--- config.mk ---
export PLATFORM = sky130hd
export DESIGN_NAME = button_debouncer_flat
export DESIGN_NICKNAME = d
export VERILOG_FILES = /design/src/rtl/button_debouncer_if.sv /design/src/rtl/button_debouncer.sv /design/src/flat_wrapper.sv
export SDC_FILE = /design/constraint.sdc
export NUM_CORES = 1
export LEC_CHECK = 0
export CORE_MARGIN = 2
export CORE_UTILIZATION = 67
export DETAILED_ROUTE_END_ITERATION = 6
export PLACE_DENSITY = 0.85
export SKIP_CTS_REPAIR_TIMING = 1
export SLEW_MARGIN = 25
export SYNTH_ARGS = -nofsm -noshare
export SYNTH_HDL_FRONTEND = slang
export SYNTH_SLANG_ARGS = --single-unit
export TNS_END_PERCENT = 100
--- constraint.sdc ---
create_clock -name clock -period 4.7 [get_ports clock]
set_clock_uncertainty 0.15 [all_clocks]
set_input_delay 0.94 -clock clock [delete_from_list [all_inputs] [get_ports clock]]
set_output_delay 0.94 -clock clock [all_outputs]
set_load 0.03 [all_outputs]
--- src/rtl/button_debouncer_if.sv ---
// Button debouncer bus interface.
//
// Groups the button-side signals of button_debouncer so that the block and
// its consumers share one bundle.
//   button_n       : raw active-low buttons (driven by master)
//   reset_s2_n     : synchronized reset (driven by slave)
//   button_pressed : one-cycle press / repeat pulses (driven by slave)
//   button_held    : debounced pressed level (driven by slave)
// Modports: master = button source / result consumer, slave = debouncer.
interface button_debouncer_if #(
    parameter int unsigned BUTTON_COUNT = 3
);
    logic [BUTTON_COUNT-1:0] button_n;
    logic                    reset_s2_n;
    logic [BUTTON_COUNT-1:0] button_pressed;
    logic [BUTTON_COUNT-1:0] button_held;

    modport master (
        output button_n,
        input  reset_s2_n,
        input  button_pressed,
        input  button_held
    );

    modport slave (
        input  button_n,
        output reset_s2_n,
        output button_pressed,
        output button_held
    );
endinterface

--- src/rtl/button_debouncer.sv ---
// Button debouncer.
//
// Synchronizes the asynchronous reset and the active-low raw buttons, then
// runs one counter-based debounce FSM per button. Emits a one-cycle pulse per
// accepted press and a debounced held level.
//
// Optional feature macro: BUTTON_DEBOUNCER_REPEAT_EN
//   defined   : a held button produces auto-repeat pulses, the first one
//               REPEAT_DELAY_CYCLES after the press pulse, then one every
//               REPEAT_PERIOD_CYCLES.
//   undefined : exactly one pulse per press.
//
// Ports:
//   clock   : system clock
//   reset_n : asynchronous active-low reset
//   bus     : button_debouncer_if.slave (button_n in; reset_s2_n,
//             button_pressed, button_held out)
module button_debouncer #(
    parameter int unsigned BUTTON_COUNT         = 3,
    parameter int unsigned DEBOUNCE_CYCLES      = 1_000_000,
    parameter int unsigned REPEAT_DELAY_CYCLES  = 25_000_000,
    parameter int unsigned REPEAT_PERIOD_CYCLES = 5_000_000
) (
    input  logic              clock,
    input  logic              reset_n,
    button_debouncer_if.slave bus
);

    localparam int unsigned MAX_DR = (DEBOUNCE_CYCLES > REPEAT_DELAY_CYCLES)
                                     ? DEBOUNCE_CYCLES : REPEAT_DELAY_CYCLES;
    localparam int unsigned MAX_CYCLES = (MAX_DR > REPEAT_PERIOD_CYCLES)
                                         ? MAX_DR : REPEAT_PERIOD_CYCLES;
    localparam int unsigned CNT_W = $clog2(MAX_CYCLES) + 1;

    typedef logic [CNT_W-1:0] cnt_t;

    localparam cnt_t DEB_LAST = cnt_t'(DEBOUNCE_CYCLES - 1);
`ifdef BUTTON_DEBOUNCER_REPEAT_EN
    localparam cnt_t DLY_LAST = cnt_t'(REPEAT_DELAY_CYCLES - 1);
    localparam cnt_t PER_LAST = cnt_t'(REPEAT_PERIOD_CYCLES - 1);
`endif

    typedef enum logic [1:0] {
        S_RELEASED,
        S_PRESS_PENDING,
        S_PRESSED,
        S_RELEASE_PENDING
    } state_t;

    // Reset synchronizer: asserts immediately, releases after two edges.
    logic r_rst_s1;
    logic r_rst_s2;
    logic w_rst_n;

    always_ff @(posedge clock or negedge reset_n) begin
        if (!reset_n) begin
            r_rst_s1 <= 1'b0;
            r_rst_s2 <= 1'b0;
        end else begin
            r_rst_s1 <= 1'b1;
            r_rst_s2 <= r_rst_s1;
        end
    end

    assign w_rst_n        = r_rst_s2;
    assign bus.reset_s2_n = r_rst_s2;

    // Button synchronizer, reset to released (1).
    logic [BUTTON_COUNT-1:0] r_btn_s1;
    logic [BUTTON_COUNT-1:0] r_btn_s2;

    always_ff @(posedge clock or negedge w_rst_n) begin
        if (!w_rst_n) begin
            r_btn_s1 <= '1;
            r_btn_s2 <= '1;
        end else begin
            r_btn_s1 <= bus.button_n;
            r_btn_s2 <= r_btn_s1;
        end
    end

    // Per-button debounce FSMs.
    state_t                  r_state      [BUTTON_COUNT];
    state_t                  w_state_nxt  [BUTTON_COUNT];
    cnt_t                    r_cnt        [BUTTON_COUNT];
    cnt_t                    w_cnt_nxt    [BUTTON_COUNT];
    // 0: waiting out the initial repeat delay, 1: in periodic repeat.
    logic [BUTTON_COUNT-1:0] r_rep_phase;
    logic [BUTTON_COUNT-1:0] w_rep_phase_nxt;
    logic [BUTTON_COUNT-1:0] w_pulse_nxt;
    logic [BUTTON_COUNT-1:0] w_held_nxt;
    logic [BUTTON_COUNT-1:0] r_pressed;
    logic [BUTTON_COUNT-1:0] r_held;

    always_ff @(posedge clock or negedge w_rst_n) begin
        if (!w_rst_n) begin
            for (int unsigned i = 0; i < BUTTON_COUNT; i++) begin
                r_state[i] <= S_RELEASED;
                r_cnt[i]   <= '0;
            end
            r_rep_phase <= '0;
            r_pressed   <= '0;
            r_held      <= '0;
        end else begin
            for (int unsigned i = 0; i < BUTTON_COUNT; i++) begin
                r_state[i] <= w_state_nxt[i];
                r_cnt[i]   <= w_cnt_nxt[i];
            end
            r_rep_phase <= w_rep_phase_nxt;
            r_pressed   <= w_pulse_nxt;
            r_held      <= w_held_nxt;
        end
    end

    always_comb begin
        for (int unsigned i = 0; i < BUTTON_COUNT; i++) begin
            w_state_nxt[i]     = r_state[i];
            w_cnt_nxt[i]       = r_cnt[i];
            w_rep_phase_nxt[i] = r_rep_phase[i];
            w_pulse_nxt[i]     = 1'b0;

            case (r_state[i])
                S_RELEASED: begin
                    if (!r_btn_s2[i]) begin
                        w_state_nxt[i] = S_PRESS_PENDING;
                        w_cnt_nxt[i]   = '0;
                    end
                end
                S_PRESS_PENDING: begin
                    if (r_btn_s2[i]) begin
                        w_state_nxt[i] = S_RELEASED;
                    end else if (r_cnt[i] == DEB_LAST) begin
                        w_state_nxt[i]     = S_PRESSED;
                        w_cnt_nxt[i]       = '0;
                        w_rep_phase_nxt[i] = 1'b0;
                        w_pulse_nxt[i]     = 1'b1;
                    end else begin
                        w_cnt_nxt[i] = r_cnt[i] + cnt_t'(1);
                    end
                end
                S_PRESSED: begin
                    if (r_btn_s2[i]) begin
                        w_state_nxt[i] = S_RELEASE_PENDING;
                        w_cnt_nxt[i]   = '0;
                    end else begin
`ifdef BUTTON_DEBOUNCER_REPEAT_EN
                        if (r_cnt[i] == (r_rep_phase[i] ? PER_LAST : DLY_LAST)) begin
                            w_cnt_nxt[i]       = '0;
                            w_rep_phase_nxt[i] = 1'b1;
                            w_pulse_nxt[i]     = 1'b1;
                        end else begin
                            w_cnt_nxt[i] = r_cnt[i] + cnt_t'(1);
                        end
`endif
                    end
                end
                S_RELEASE_PENDING: begin
                    // A release glitch restores PRESSED silently and restarts
                    // the repeat timing from the initial delay.
                    if (!r_btn_s2[i]) begin
                        w_state_nxt[i]     = S_PRESSED;
                        w_cnt_nxt[i]       = '0;
                        w_rep_phase_nxt[i] = 1'b0;
                    end else if (r_cnt[i] == DEB_LAST) begin
                        w_state_nxt[i] = S_RELEASED;
                    end else begin
                        w_cnt_nxt[i] = r_cnt[i] + cnt_t'(1);
                    end
                end
                default: begin
                    w_state_nxt[i] = S_RELEASED;
                    w_cnt_nxt[i]   = '0;
                end
            endcase

            w_held_nxt[i] = (w_state_nxt[i] == S_PRESSED) ||
                            (w_state_nxt[i] == S_RELEASE_PENDING);
        end
    end

    assign bus.button_pressed = r_pressed;
    assign bus.button_held    = r_held;

endmodule
--- src/flat_wrapper.sv ---
// flat-port wrapper written by rule: the top's interface ports become plain ports
module button_debouncer_flat 
#(
    parameter int unsigned BUTTON_COUNT         = 3,
    parameter int unsigned DEBOUNCE_CYCLES      = 1_000_000,
    parameter int unsigned REPEAT_DELAY_CYCLES  = 25_000_000,
    parameter int unsigned REPEAT_PERIOD_CYCLES = 5_000_000
)
  (clock, reset_n, bus_button_n, bus_reset_s2_n, bus_button_pressed, bus_button_held);
  button_debouncer_if #(.BUTTON_COUNT(BUTTON_COUNT)) bus_i ();
  input  logic clock;
  input  logic reset_n;
  input wire logic [$bits(bus_i.button_n)-1:0] bus_button_n;
  output wire logic [$bits(bus_i.reset_s2_n)-1:0] bus_reset_s2_n;
  output wire logic [$bits(bus_i.button_pressed)-1:0] bus_button_pressed;
  output wire logic [$bits(bus_i.button_held)-1:0] bus_button_held;
  assign bus_i.button_n = bus_button_n;
  assign bus_reset_s2_n = bus_i.reset_s2_n;
  assign bus_button_pressed = bus_i.button_pressed;
  assign bus_button_held = bus_i.button_held;
  button_debouncer #(.BUTTON_COUNT(BUTTON_COUNT), .DEBOUNCE_CYCLES(DEBOUNCE_CYCLES), .REPEAT_DELAY_CYCLES(REPEAT_DELAY_CYCLES), .REPEAT_PERIOD_CYCLES(REPEAT_PERIOD_CYCLES)) u_core (.clock(clock), .reset_n(reset_n), .bus(bus_i));
endmodule
==> impl_metrics.tcl, run 1 <==
set metrics [dict create \
    wl_per_cell_um 16.8 \
    worstSetupPathDepth 1 \
    ir_worst_vdd_uv 169 \
    setup_viol_count_final 0 \
    maxCapViolCount 0 \
    crit_type "reg -> out" \
    synth-edff-count 0 \
    crit_arrival_ns 1.86 \
    dr.pass1.iters 6 \
    grt_pass1_vias 4470 \
    worst-path-max-fanout 33 \
    worstMarginPinSlew_ns 0.788 \
    clk_path_buf_depth 2 \
    h-tree-depth 3 \
    root_buffer "clkbuf_8" \
    cp.required_ns 3.61 \
    rsz0062_at_grt "false" \
    drc 0 \
    grt_max_degree 66 \
    overflow 0 \
    seq_area_um2 2460 \
    vias_per_cell 6.58 \
    ys_seq_area_share_pct 44.3 \
    final-max-slew-violation-count 0 \
    routed_wirelength_um 12200 \
    min_period_over_period_pct 62.7 \
    period_needed_ns 2.95 \
    async_reset_ff_share_pct 100 \
    final_nets 627 \
    start_kind "flop" \
    ys_types 69 \
    reg2reg_depth 6 \
    hpwlAfterDp_um 8730 \
    final-hold-violation-count 0 \
    grt_util_all_layers_pct 29.2 \
    worstPathCellList "clkdlybuf4s50_1" \
    antenna_cells 0 \
    path_delay_family "buffers and inverters" \
    power_density_nw_per_um2 261 \
    num_vias 4797 \
    die_h_um 95.0 \
    synth_area_um2 5550 \
    cp_slowest_cell "clkdlybuf4s50_1" \
    fill_cells 600 \
    fmax_mhz 339 \
    grt_pass1_wl_um 20900 \
    ys_seq_elements 98 \
    synth_fp_nets 636 \
    dieArea_um2 9020 \
    hold_path_class "reg -> async" \
    relSlewSlack_pct 47.4 \
    dp_slack_ns 2.04 \
    antenna_left 0 \
    setup_ws_ns 1.75 \
    io_buffer_count 11 \
    final_layout_size_suffix_gt1_share_pct 6.89 \
    area_growth_syn_to_layout_pct 5.07 \
    top_level_ports 12 \
    p_leak_nw 2.35 \
    worstSetupEndpointType "output port" \
    yosysWarnings 0 \
    multi_input_area_um2 2900 \
    path_buf_inv 1 \
    rows 33 \
    antenna_found_initial 0 \
    clkSlewWorstSetupHoldPaths_ns 0.10 \
    cts_num_sinks 98 \
    holdWs_ns 0.136 \
    status "completed" \
    synth_top_flop_cell "dfrtp_1" \
    clk_latency_ns 0.36 \
    cts_buffers 9 \
    gp_congestion 0.891 \
    die_w_um 95.0 \
    fin_tns_setup_ns 0 \
    critPathMaxStageDelay_ns 0.76 \
    cts_tree "yes" \
    syn_inst 628 \
    drt-initial-drc-count 371 \
    avgSynthCellArea_um2 8.83 \
    coreArea_um2 8130 \
    start_util_pct 68.2 \
]
layout by cell type, fill, tap and decap left out, types with 12 or more instances in the layout:
master | synthesis | layout
a21oi_1 | 29 | 29
o31ai_1 | 12 | 12
nand2_1 | 62 | 62
a31oi_1 | 18 | 18
nand4_1 | 19 | 19
dfrtp_1 | 92 | 91
nor2_1 | 57 | 57
nor4_1 | 22 | 22
nand3_1 | 33 | 33
or3_1 | 12 | 12
o21ai_0 | 47 | 47
xor2_1 | 19 | 19
and3_1 | 18 | 18
nor3_1 | 13 | 13
cell families after synthesis:
group,share of synthesized area [%]
AO/OA/AOI/OAI,18.0
XOR/XNOR,3.47
adder cells (fa/ha/maj),0.677
buffers and inverters,3.38
flip-flops,44.3
multiplexers,0.564
other,0.0676
AND/OR/NAND/NOR,29.5
worst reg2reg max path, stage by stage (launching register included):
cell     delay, ns
dfrtp_1       0.47
nor4b_1       0.54
nand2_1       0.18
or4b_1        0.54
a21oi_1       0.15
o21a_1        0.44
nor2_1        0.11
path summary, 6_finish.rpt:
check                                           start                  to  slack [ns]
worst max-delay path            u_core.bus.reset_s2_n      bus_reset_s2_n        1.75
worst min-delay path            u_core.bus.reset_s2_n    u_core.r_cnt[59]        0.14
worst max register to register       u_core.r_cnt[62]    u_core.r_cnt[76]        1.98
worst min register to register  u_core.bus.reset_s2_n    u_core.r_cnt[59]        0.14
max in group asynchronous       u_core.bus.reset_s2_n    u_core.r_cnt[47]        3.11
min in group clock                 u_core.r_btn_s1[0]  u_core.r_btn_s2[0]        0.21
sequential cells by signal, indices dropped and copies added, names as in the netlist:
signal,cells
u_core.r_btn_s2,3
u_core.r_rst_s1,1
u_core.r_cnt,78
u_core.bus.button_pressed,3
u_core.r_btn_s1,3
u_core.bus.button_held,3
u_core.r_state,6
u_core.bus.reset_s2_n,1
where the power goes:
group / switching (mW) / total (mW) / internal, mW / leakage [nW]
clock network: 0.297 / 0.508 / 0.210 / 0.0863
registers: 0.0446 / 0.913 / 0.868 / 1.33
logic: 0.0640 / 0.0997 / 0.0357 / 0.936
total: 0.406 / 1.52 / 1.11 / 2.35
area by class of cell:
| cell class | instances | share of cell area (%) |
|---|---|---|
| multi-input cells | 488 | 49.8 |
| flip-flops and latches | 98 | 42.3 |
| clock buffers | 11 | 2.43 |
| well taps | 105 | 2.25 |
| repair buffers | 12 | 2.02 |
| clock inverters | 5 | 0.644 |
| inverters | 10 | 0.644 |
cells in the mapped netlist, types with 3 or more instances:
| master | instances | share of area (%) |
|---|---|---|
| a31oi_1 | 18 | 2.0 |
| or4b_1 | 3 | 0.54 |
| or2_2 | 5 | 0.56 |
| o2111ai_1 | 3 | 0.47 |
| and3_1 | 18 | 2.0 |
| xor2_1 | 19 | 3.0 |
| dfrtp_1 | 92 | 41 |
| nand3_1 | 33 | 3.0 |
| nor3_1 | 13 | 1.2 |
| a21o_1 | 8 | 1.1 |
| xnor2_1 | 3 | 0.47 |
| clkbuf_1 | 16 | 1.1 |
| o21a_1 | 3 | 0.41 |
| nor4_1 | 22 | 2.5 |
| and4_1 | 5 | 0.79 |
| a41oi_1 | 3 | 0.47 |
| nor3b_1 | 6 | 0.81 |
| inv_1 | 10 | 0.68 |
| a21oi_1 | 29 | 2.6 |
| nand2b_1 | 8 | 0.90 |
| ha_1 | 3 | 0.68 |
| and2_1 | 11 | 1.2 |
| o31ai_1 | 12 | 1.6 |
| dfstp_2 | 6 | 2.8 |
| nor4b_1 | 6 | 0.95 |
| o21ai_0 | 47 | 4.2 |
| nor2_1 | 57 | 3.9 |
| or3_1 | 12 | 1.4 |
| buf_2 | 11 | 0.99 |
| o21ai_1 | 11 | 0.99 |
| nand2_1 | 62 | 4.2 |
| nand4_1 | 19 | 2.1 |
| nor2b_1 | 8 | 0.90 |
stage by stage:
stage / power (mW) / instances / util [%] / area [um^2]
after floorplan: 0.993 / 628 / - / 5550
after global placement: 1.02 / 713 / 69.5 / 5650
after detailed placement: 1.03 / 713 / 69.5 / 5650
after CTS: 1.53 / 729 / 71.7 / 5830
after global routing: 1.58 / 729 / 71.7 / 5830
final: 1.52 / 729 / 71.7 / 5830
layer usage:
metal  up-vias  track usage [%]  wire length, um
li1       2296                -                -
met1      2324             40.8             5510
met2       162             46.4             5860
met3        15             5.75              725
met4         0             9.18              149
met5         -                0                0
Note: power is estimated with default switching activity, not from simulation.
==> run 2, diff against run 1 <==
Settings changed: CORE_UTILIZATION 67 to 63, PLACE_DENSITY 0.85 to 0.81.
Clock period 4.7 ns to 2.75 ns, I/O delays scaled along.
==> impl_metrics.tcl, run 2 (synthesis gave the netlist of run 1 again) <==
set metrics [dict create \
    status "completed" \
    rsz0062_at_grt "false" \
    io_buffer_count 11 \
    final-max-slew-violation-count 0 \
    area_growth_syn_to_layout_pct 7.65 \
    grt_max_degree 77 \
    critPathMaxStageDelay_ns 0.77 \
    cp.required_ns 2.87 \
    rows 34 \
    crit_arrival_ns 2.74 \
    relSlewSlack_pct 54.7 \
    largest_reg_flops 78 \
    cts_buffers 9 \
    start_util_pct 64.2 \
    intPower_mw 2.06 \
    coreArea_um2 8640 \
    top_level_ports 12 \
    maxCapViolCount 0 \
    hold_path_class "reg -> async" \
    clkPwrFrac_pct 37.3 \
    antenna_left 0 \
    root_buffer "clkbuf_8" \
    wl_per_cell_um 17.0 \
    worstSetupEndpointType "flop" \
    p_leak_nw 2.44 \
    hpwlAfterDp_um 8880 \
    power_density_nw_per_um2 462 \
    drc 0 \
    setup_viol_count_final 0 \
    vias_per_cell 6.62 \
    crit_type "reg -> reg" \
    final-hold-violation-count 0 \
    min_period_over_period_pct 95.4 \
    critical_path.startpoint "u_core.r_cnt[33]" \
    dieArea_um2 9570 \
    p_switching_mw 0.696 \
    cts_num_sinks 98 \
    worstMarginPinSlew_ns 0.679 \
    period_needed_ns 2.62 \
    h-tree-depth 3 \
    antenna_cells 0 \
    grt_pass1_vias 4553 \
    final_cell_mix "dfrtp_1 (91), nand2_1 (62), nor2_1 (57)" \
    cts_tree "yes" \
    worst-path-max-fanout 8 \
    reg2reg_slack_ns 0.13 \
    clk_path_buf_depth 2 \
    antenna_found_initial 0 \
    cp_slowest_cell "or4_1" \
    fin_tns_setup_ns 0 \
    worstPathCellList "nor4b_2 -> nand4_1 -> or4_1 -> o211ai_4 -> o21ai_0 -> a21o_1" \
    clkSlewWorstSetupHoldPaths_ns 0.10 \
    die_w_um 97.8 \
    reg.largest.list "u_core.r_cnt (78), u_core.r_state (6)" \
    final_area_um2 5970 \
    drt-initial-drc-count 417 \
    final_nets 639 \
    regMostFlops "u_core.r_cnt" \
    start_kind "flop" \
    combPwrFrac_pct 6.3 \
    clk_latency_ns 0.38 \
    seqPwrFrac_pct 56.4 \
    sw_frac_of_total_pct 25.2 \
    gp_congestion 0.934 \
    overflow 0 \
    dr.pass1.iters 5 \
    grt_util_all_layers_pct 27.3 \
    num_vias 4926 \
    fmax_mhz 381 \
    place_area_um2 5740 \
    final_layout_size_suffix_gt1_share_pct 9.12 \
    die_h_um 97.8 \
    final_common_cell "dfrtp_1" \
    routed_wirelength_um 12700 \
    ir_worst_vdd_uv 313 \
    grt_pass1_wl_um 21500 \
    r2r-start "u_core.r_cnt[33]" \
]
==> run 2: changes by cell type in the layout (fill, tap and decap cells not counted) <==
cell	change
a21oi_1	-1
a21oi_2	+1
buf_4	+11
buf_6	+1
bufinv_16	+2
clkbuf_8	-1
clkinv_4	+1
clkinvlp_4	-1
inv_6	-1
o21a_1	-2
o21a_2	+2
==> run 2: worst max-delay path: cells and delay by family, from the launching register on <==
kind,cells,cell delay (ns)
and+or+nand+nor,3,1.21
AOI/OAI and AO/OA,3,0.71
DFF,1,0.46
==> run 2: worst paths after layout <==
| check | to | cells after the start |
|---|---|---|
| worst max-delay path | u_core.r_cnt[46] | 6 |
| worst min-delay path | u_core.r_cnt[0] | 0 |
| worst max register to register | u_core.r_cnt[46] | 6 |
| worst min register to register | u_core.r_cnt[0] | 0 |
| max in group asynchronous | u_core.r_cnt[70] | 1 |
| min in group clock | u_core.r_btn_s2[0] | 0 |
==> run 2: area by class of cell <==
type	count	area, um^2
tap	108	135
sequential	98	2460
multi-input combinational	488	2910
clock buffer	10	128
fill	678	2660
timing repair buffer	24	211
inverter	10	37.5
clock inverter	6	90.1
==> run 2: power groups by stage <==
stage / combinational, mW / clock (mW) / sequential, mW
after floorplan: 0.124 / 0 / 1.57
after global placement: 0.165 / 0 / 1.58
after CTS: 0.174 / 1.04 / 1.55
final: 0.175 / 1.03 / 1.56
after global routing: 0.197 / 1.10 / 1.57
after detailed placement: 0.173 / 0 / 1.58
==> run 2: metal layers <==
layer  GRT usage [%]  wire length (um)  part of all wire [%]  vias up
met5               0                 0                     0        -
met4            9.94               278                   2.2        0
met3            4.72               788                   6.2       29
met2            41.9              5900                    47      219
met1            39.3              5690                    45     2355
li1                -                 -                     -     2323
==> run 2: through the flow <==
step	hold WS, ns	instances	util [%]	setup slack [ns]	power (mW)
floorplan	0.104	628	-	0.440	1.70
global placement	0.0657	728	66.5	0.211	1.74
detailed placement	0.0684	728	66.5	0.135	1.76
CTS	0.0774	744	69.0	0.105	2.77
global route	0.0986	744	69.2	0.00947	2.87
finish	0.0673	744	69.2	0.127	2.76
